### src/rtl/mfp_lcd_ctrl.sv
// rtl/mfp_lcd_ctrl.sv - LCD command/framebuffer sequencer feeding the SPI serializer
// Panel reset, init command list, then on request X/Y address commands and a full framebuffer stream.
module mfp_lcd_ctrl #(
    parameter int DELAY_WIDTH = 20,
    parameter int FB_BYTES    = 504
) (
    input  logic       clk,
    input  logic       i_rst_n,
    input  logic       start_i,
    input  logic       bl_on_i,
    input  logic       wr_en_i,
    input  logic [8:0] wr_addr_i,
    input  logic [7:0] wr_data_i,
    input  logic       spi_ready_i,
    output logic [7:0] value_o,
    output logic [2:0] ctrl_o,
    output logic       send_o,
    output logic       busy_o,
    output logic       done_o
);

    localparam logic [8:0] FB_LIMIT = 9'(FB_BYTES);
    localparam logic [8:0] LAST_IDX = 9'(FB_BYTES - 1);
    localparam logic [8:0] LAST_CMD = 9'd5;

    typedef enum logic [2:0] {
        ST_RST_LO,
        ST_RST_HI,
        ST_INIT,
        ST_IDLE,
        ST_SET_X,
        ST_SET_Y,
        ST_STREAM
    } state_t;

    typedef enum logic [2:0] {
        HS_FETCH,
        HS_LOAD,
        HS_ISSUE,
        HS_WAIT_BUSY,
        HS_WAIT_IDLE
    } hs_t;

    state_t                 state_q, state_d;
    hs_t                    hs_q, hs_d;
    logic [DELAY_WIDTH-1:0] dly_q, dly_d;
    logic [8:0]             idx_q, idx_d;
    logic                   pend_q, pend_d;
    logic [7:0]             value_q, value_d;
    logic                   dc_q, dc_d;
    logic                   send_q, send_d;
    logic                   done_q, done_d;
    logic                   busy_q, busy_d;
    logic                   panel_q, panel_d;
    logic                   bl_q;

    logic [7:0] mem [FB_BYTES];
    logic [7:0] rd_data_q;

    function automatic logic [7:0] init_cmd(input logic [2:0] i);
        case (i)
            3'd0:    init_cmd = 8'h21;
            3'd1:    init_cmd = 8'hC8;
            3'd2:    init_cmd = 8'h06;
            3'd3:    init_cmd = 8'h13;
            3'd4:    init_cmd = 8'h20;
            default: init_cmd = 8'h0C;
        endcase
    endfunction

    // Framebuffer: no reset; read port follows the byte index every cycle.
    always_ff @(posedge clk) begin
        if (wr_en_i && (wr_addr_i < FB_LIMIT)) begin
            mem[wr_addr_i] <= wr_data_i;
        end
        rd_data_q <= mem[idx_q];
    end

    always_comb begin
        state_d = state_q;
        hs_d    = hs_q;
        dly_d   = dly_q;
        idx_d   = idx_q;
        pend_d  = pend_q;
        value_d = value_q;
        dc_d    = dc_q;
        send_d  = 1'b0;
        done_d  = 1'b0;

        if (start_i && (state_q != ST_IDLE)) begin
            pend_d = 1'b1;
        end

        case (state_q)
            ST_RST_LO: begin
                dly_d = dly_q + DELAY_WIDTH'(1);
                if (&dly_q) begin
                    state_d = ST_RST_HI;
                end
            end
            ST_RST_HI: begin
                dly_d = dly_q + DELAY_WIDTH'(1);
                if (&dly_q) begin
                    state_d = ST_INIT;
                    idx_d   = '0;
                    hs_d    = HS_LOAD;
                end
            end
            ST_IDLE: begin
                if (start_i || pend_q) begin
                    state_d = ST_SET_X;
                    idx_d   = '0;
                    pend_d  = 1'b0;
                    hs_d    = HS_LOAD;
                end
            end
            default: begin
                // Shared per-byte handshake for INIT, SET_X, SET_Y and STREAM.
                case (hs_q)
                    HS_FETCH: hs_d = HS_LOAD;
                    HS_LOAD: begin
                        case (state_q)
                            ST_INIT:  value_d = init_cmd(idx_q[2:0]);
                            ST_SET_X: value_d = 8'h80;
                            ST_SET_Y: value_d = 8'h40;
                            default:  value_d = rd_data_q;
                        endcase
                        dc_d = (state_q == ST_STREAM);
                        hs_d = HS_ISSUE;
                    end
                    HS_ISSUE: begin
                        if (spi_ready_i) begin
                            send_d = 1'b1;
                            hs_d   = HS_WAIT_BUSY;
                        end
                    end
                    HS_WAIT_BUSY: begin
                        if (!spi_ready_i) begin
                            hs_d = HS_WAIT_IDLE;
                        end
                    end
                    HS_WAIT_IDLE: begin
                        if (spi_ready_i) begin
                            case (state_q)
                                ST_INIT: begin
                                    if (idx_q == LAST_CMD) begin
                                        state_d = ST_IDLE;
                                    end else begin
                                        idx_d = idx_q + 9'd1;
                                        hs_d  = HS_LOAD;
                                    end
                                end
                                ST_SET_X: begin
                                    state_d = ST_SET_Y;
                                    hs_d    = HS_LOAD;
                                end
                                ST_SET_Y: begin
                                    state_d = ST_STREAM;
                                    hs_d    = HS_FETCH;
                                end
                                default: begin
                                    if (idx_q == LAST_IDX) begin
                                        state_d = ST_IDLE;
                                        done_d  = 1'b1;
                                    end else begin
                                        idx_d = idx_q + 9'd1;
                                        hs_d  = HS_FETCH;
                                    end
                                end
                            endcase
                        end
                    end
                    default: hs_d = HS_FETCH;
                endcase
            end
        endcase

        busy_d  = (state_d != ST_IDLE);
        panel_d = (state_d != ST_RST_LO);
    end

    always_ff @(posedge clk or negedge i_rst_n) begin
        if (!i_rst_n) begin
            state_q <= ST_RST_LO;
            hs_q    <= HS_FETCH;
            dly_q   <= '0;
            idx_q   <= '0;
            pend_q  <= 1'b0;
            value_q <= '0;
            dc_q    <= 1'b0;
            send_q  <= 1'b0;
            done_q  <= 1'b0;
            busy_q  <= 1'b1;
            panel_q <= 1'b0;
            bl_q    <= 1'b0;
        end else begin
            state_q <= state_d;
            hs_q    <= hs_d;
            dly_q   <= dly_d;
            idx_q   <= idx_d;
            pend_q  <= pend_d;
            value_q <= value_d;
            dc_q    <= dc_d;
            send_q  <= send_d;
            done_q  <= done_d;
            busy_q  <= busy_d;
            panel_q <= panel_d;
            bl_q    <= bl_on_i;
        end
    end

    assign value_o = value_q;
    assign ctrl_o  = {panel_q, bl_q, dc_q};
    assign send_o  = send_q;
    assign busy_o  = busy_q;
    assign done_o  = done_q;

endmodule

### config.mk
export PLATFORM = sky130hd
export DESIGN_NAME = mfp_lcd_ctrl
export DESIGN_NICKNAME = d
export VERILOG_FILES = /design/src/rtl/mfp_lcd_ctrl.sv
export SDC_FILE = /design/constraint.sdc
export NUM_CORES = 2
export LEC_CHECK = 0
export BUFFER_PORTS_ARGS = -buffer_cell sky130_fd_sc_hd__buf_2
export CAP_MARGIN = 20
export CORE_MARGIN = 1.5
export CORE_UTILIZATION = 50
export CTS_BUF_LIST = sky130_fd_sc_hd__clkbuf_8
export DETAILED_ROUTE_END_ITERATION = 6
export HOLD_SLACK_MARGIN = 0.12
export PLACE_DENSITY = 0.68
export SETUP_SLACK_MARGIN = 0.05
export SLEW_MARGIN = 20
export SYNTH_ARGS = -nofsm -noshare
export SYNTH_HDL_FRONTEND = slang
export SYNTH_SLANG_ARGS = --single-unit
### constraint.sdc
create_clock -name clk -period 4.7 [get_ports clk]
set_input_delay 0.47 -clock clk [delete_from_list [all_inputs] [get_ports clk]]
set_output_delay 0.47 -clock clk [all_outputs]
set_load 0.01 [all_outputs]
== After elaboration in Yosys (flattened, before gate mapping) ==
Memories as Yosys holds them, arrays and structs flattened. A register that Yosys moved wholly into a read port is not among the register bits.
Cells that the tools add are included.
Word-level totals
  register bits: 50
  memory bits (writable): 4032
  memories kept: 1
  word-level logic and storage cells: 105
Operators by class
  add/sub/neg operators: 2
  mux-type cells: 42
  bitwise logic cells: 2
  eq/ne operators: 28
  reductions and logical operators: 17
  $lt $le $gt $ge: 1
Memories
  mem: words 504, width 8, read ports 1, clocked after Yosys merged registers in 1, write ports 1, RTL line 57  | logic [7:0] mem [FB_BYTES];
Operators with widths (number)
  two-way mux 9 bit: 6
  two-way mux 3 bit: 14
  one-hot mux 8 bit (5 select lines): 1
  one-hot mux 3 bit (3 select lines): 4
  one-hot mux 9 bit (3 select lines): 1
  one-hot mux 8 bit (3 select lines): 1
  adder 20 x 1 -> 20 bit, second input constant: 1
  AND reduction 20 bit: 1
  == test 3 x 2 -> 1 bit, second input constant: 6
  one-hot mux 9 bit (2 select lines): 1
  AND reduction 8 bit: 2
  == test 3 bit, second input constant: 5
  one-hot mux 3 bit (5 select lines): 1
  two-way mux 1 bit: 13
  adder 9 x 1 -> 9 bit, second input constant: 1
  == test 3 x 1 -> 1 bit, second input constant: 3
  == test 9 x 3 -> 1 bit, second input constant: 1
  == test 9 bit, second input constant: 1
  logical NOT 3 bit: 3
  < comparator 9 bit, second input constant: 1
  nonzero test 3 bit: 3
  != test 4 x 2 -> 1 bit, second input constant: 2
  != test 4 bit, second input constant: 2
  != test 7 x 5 -> 1 bit, second input constant: 1
  11 further kinds: 17

== Logic depth before layout (Yosys ltp) ==
  word-level depth: 7
  depth in mapped cells: 16
  depth with buffers taken out: 9

== Worst setup path after synthesis ==
No wires, ideal clock.
  kind: flip-flop to flip-flop
  from: register idx_q[1]
  to: register hs_q[1]
  setup time: 101 ps
  data arrival time: 3286 ps
  stages on the path, launching flop included: 16
  clock period less this slack: 3387 ps
  path buffers: 6
  slack: 1313 ps
  required time: 4599 ps
  cell sequence: dfrtp_1 buf_2 buf_2 buf_2 buf_2 buf_2 buf_1 inv_1 ha_1 nor2b_1 nand4_1 o211ai_1 a211o_1 a21boi_0 a21oi_1 o32ai_1
Between the ends
  cells in the longest elaborated chain, start to end: 3
  elaborated cells on any way between the ends: 5
  those cells by class: eq/ne (4); reduce/logical (1)
RTL lines
  start: declaration: RTL line 47  | logic [8:0] idx_q, idx_d;
  start signal: assignment: RTL line 200  | idx_q <= idx_d;
  == test 9 bit / == test 9 x 3 -> 1 bit (equally long branches): RTL line 162, 146
  != test 7 x 5 -> 1 bit (no line) / != test 5 x 3 -> 1 bit (equally long branches)
  AND reduction 8 bit (no line) *
  end signal: assignment: RTL line 198  | hs_q <= hs_d;
  end: declaration: RTL line 45  | hs_t hs_q, hs_d;
Every way passes the cells marked *; elsewhere a longest branch is shown, timed or not.
A chain may end at the register's enable or synchronous reset.

==> qor.txt <==
CP max stage cell: dfrtp_4
Synth Area in Compound Gates: 2.574%
sequential fraction of the synthesis area: 77.40%
outcome: finished with violations
CTS Sinks: 4090
critical path type: flop to flop
RePlAce Congestion: 0.9071
Post-route DRC: 0
main combinational cell family by area after synthesis: multiplexers
worst skew pair latency: 1220 ps
ys flop type: edfxtp_1
Clk pwr share: 30.3%
Sum Neg Setup Slack: -87.58 ps
Mean Syn Cell Area: 21.61 um2
layout cells sized above 1: 28.51%
drt total wl: 447900 um
combinational share of power: 25.4%
violated checks: setup timing
post-route setup slack: -87.58 ps
Layout Nets: 8124
Synth area leaders: edfxtp_1 (77%), mux4_2 (15%), nor2_1 (1.4%)
Die Span X: 565.6 um
post-synthesis cell type count: 74
crit-path max cell delay: 930 ps
measured slew at the worst slew-check pin: 1200 ps
switch share: 30.18%
crit path buf inv count: 1
Peak VDD IR: 0.4276 mV
via count: 83470
RSZ-0062 raised after global routing: false
Mapped Area: 158200 um2
Clock Skew: 61.07 ps
initial DRC count: 12420
CTS tree: done
drt pass-1 iters: 6
WL per Instance: 35.09 um
sequential power share: 44.3%
cts repair resizes: 0
I/O pin total: 37
htree depth: 6
asr flop ratio synth: 1.222%
Max clock buf depth: 4
CP arrival: 5860 ps
# placed instances: 11600
clock root cell: clkbuf_8
Synth Area in Simple Gates: 2.640%
number of port buffers: 36
Setup-failing EPs final: 1
Hold Vio Cnt, Final: 0
number of CTS-inserted buffers: 637
CP endpoint kind: flop
fillcell total: 22830
Slew Viols, Final: 0
# rows: 206
P per Cell Area: 515.4 nW/um2
gr ovfl total: 0
area leader, netlist: edfxtp_1
Worst Setup Start Kind: flop
Synth top area share: 76.51%
Switch Pwr: 27.77 mW
largest net degree at the start of global routing: 180
Cell Area, Placed: 166600 um2
Hold Path Class: input pin to flop
Syn. warnings: 0
Synth Instances: 7322
Final Util: 56.67%
Worst-path clk slew: 70 ps
Finished Cell Area: 178500 um2
internal power: 64.23 mW
net count after synthesis: 7351
post-detail-place hpwl: 278000 um
Max transition margin: 19.28%
Min Clock Period, post-route: 4788 ps
Synth Area in Adders: 0.04744%
Tot GR Track Use: 28.01%
Final Cycle Share: 101.9%
flop-to-flop setup slack: -90 ps
number of max-cap violations: 0
Leak: 56.15 nW
CP Cell Sequence: nand3b_1, buf_4, o22ai_1, a211oi_1, a21oi_1, nand3_1, a221o_1
Max FO, Critical Path: 32
Layout Cells excl Fill: 12770
antenna violations before repair: 40
Core Area: 315000 um2
number of register bits inferred by synthesis: 4090
die height: 565.6 um
mux cell area share after synthesis: 15.74%
die area: 319900 um2
via/cell ratio: 6.539
worst path required time: 5780 ps
Initial Utilization: 50.24%
CP delay by family, top: compound AO/OA/AOI/OAI gates
Synth-to-Final Area Change: 12.79%
antenna-violating nets left: 0
Post-Synth XOR/XNOR Area: 0.1107%
number of global-route vias before repair: 82500
global-route wire length before repair: 626100 um
EDFF count, synth: 4032
Max Freq: 0.2089 GHz
Yosys cell counts, types with 24 or more instances:
library cell / count
a22o_1: 24
a211oi_1: 32
nor2b_1: 35
buf_2: 125
o21ai_0: 43
a221oi_1: 33
nor2_1: 583
a31oi_1: 32
a21oi_1: 103
dfrtp_1: 49
nand2_1: 162
nand3_1: 63
edfxtp_1: 4032
mux2i_1: 118
clkbuf_1: 177
buf_1: 46
o22ai_1: 84
buf_4: 83
nor3_1: 25
mux4_2: 1045
a22oi_1: 142
state kept, by name, summed over array words and instances (netlist names):
name	count
hs_q	3
idx_q	9
value_o	8
mem	4032
send_o	1
state_q	3
busy_o	1
rd_data_q	8
dc_q	1
done_o	1
panel_q	1
dly_q	20
bl_q	1
pend_q	1
power groups by stage:
stage / sequential (mW) / clock [mW] / combinational, mW
2_1_floorplan: 41.1 / 0 / 14.5
5_1_grt: 40.7 / 29.7 / 24.0
4_1_cts: 40.7 / 28.1 / 23.1
6_report: 40.7 / 27.9 / 23.4
3_5_place_dp: 41.5 / 0 / 23.1
3_3_place_gp: 41.4 / 0 / 22.9
per-layer routing:
metal	global-route usage (%)	wire [um]	up-vias
li1	-	-	32430
met1	38.18	161800	44060
met2	42.60	207200	5919
met3	8.534	59740	1034
met4	11.08	19090	28
met5	0	172	-
final cells by class:
| cell class | count | area, um2 | share of cell area [%] |
|---|---|---|---|
| clock inverter | 481 | 2725 | 1.527 |
| timing repair buffer | 584 | 5438 | 3.047 |
| inverter | 13 | 50.05 | 0.02804 |
| clock buffer | 645 | 8877 | 4.974 |
| sequential | 4090 | 122500 | 68.64 |
| multi-input combinational | 2769 | 33620 | 18.84 |
| antenna | 24 | 60.06 | 0.03365 |
| tap | 4160 | 5205 | 2.916 |
placed cells by master, fill, tap and decap left out, types with 33 or more instances in the layout:
cell,n
clkbuf_8,645
a21oi_1,103
edfxtp_1,4032
a22oi_1,142
dfrtp_1,42
o22ai_1,84
o21ai_0,41
clkinv_2,48
nand3_1,57
a221oi_1,33
nor2_1,580
mux4_2,1045
mux2i_1,118
buf_4,445
buf_12,81
nand2_1,152
clkinv_1,176
inv_1,191
final timing paths:
kind,depth (start not counted),from,end
worst max-delay path,7,idx_q[3],rd_data_q[1]
worst min-delay path,4,spi_ready_i,done_o
worst max register to register,7,idx_q[3],rd_data_q[1]
worst min register to register,1,dly_q[18],dly_q[18]
max in group asynchronous,4,i_rst_n,dly_q[1]
min in group asynchronous,4,i_rst_n,hs_q[0]
stage by stage:
stage | hold WS (ps) | total power [mW] | setup slack, ps
after floorplan | 174.4 | 55.58 | 1313
after CTS | 151.7 | 91.98 | 129.6
final | 256.7 | 91.99 | -87.58
after global placement | 447.7 | 64.32 | -298.1
after global routing | 256.4 | 94.42 | 87.89
after detailed placement | 459.1 | 64.52 | 149.7
what timing repair did:
action,4_1_cts,5_1_grt
setup endpoints to repair,0,1
hold buffers,20,0
endpoints found under the hold margin,1518,0
buffers inserted,0,1
logic make-up after synthesis:
logic type | Yosys count
adders and majority gates | 6
DFF | 4090
buffers and inverters | 463
and+or+nand+nor | 976
xor gates and xnor gates | 20
muxes | 1180
AOI/OAI and AO/OA | 587
worst min-delay path: stages:
cell	delay, ps
dlygate4sd3_1	530
buf_2	170
nand2_1	130
nor3_1	100
No activity file was read; power rests on OpenSTA's default activity.
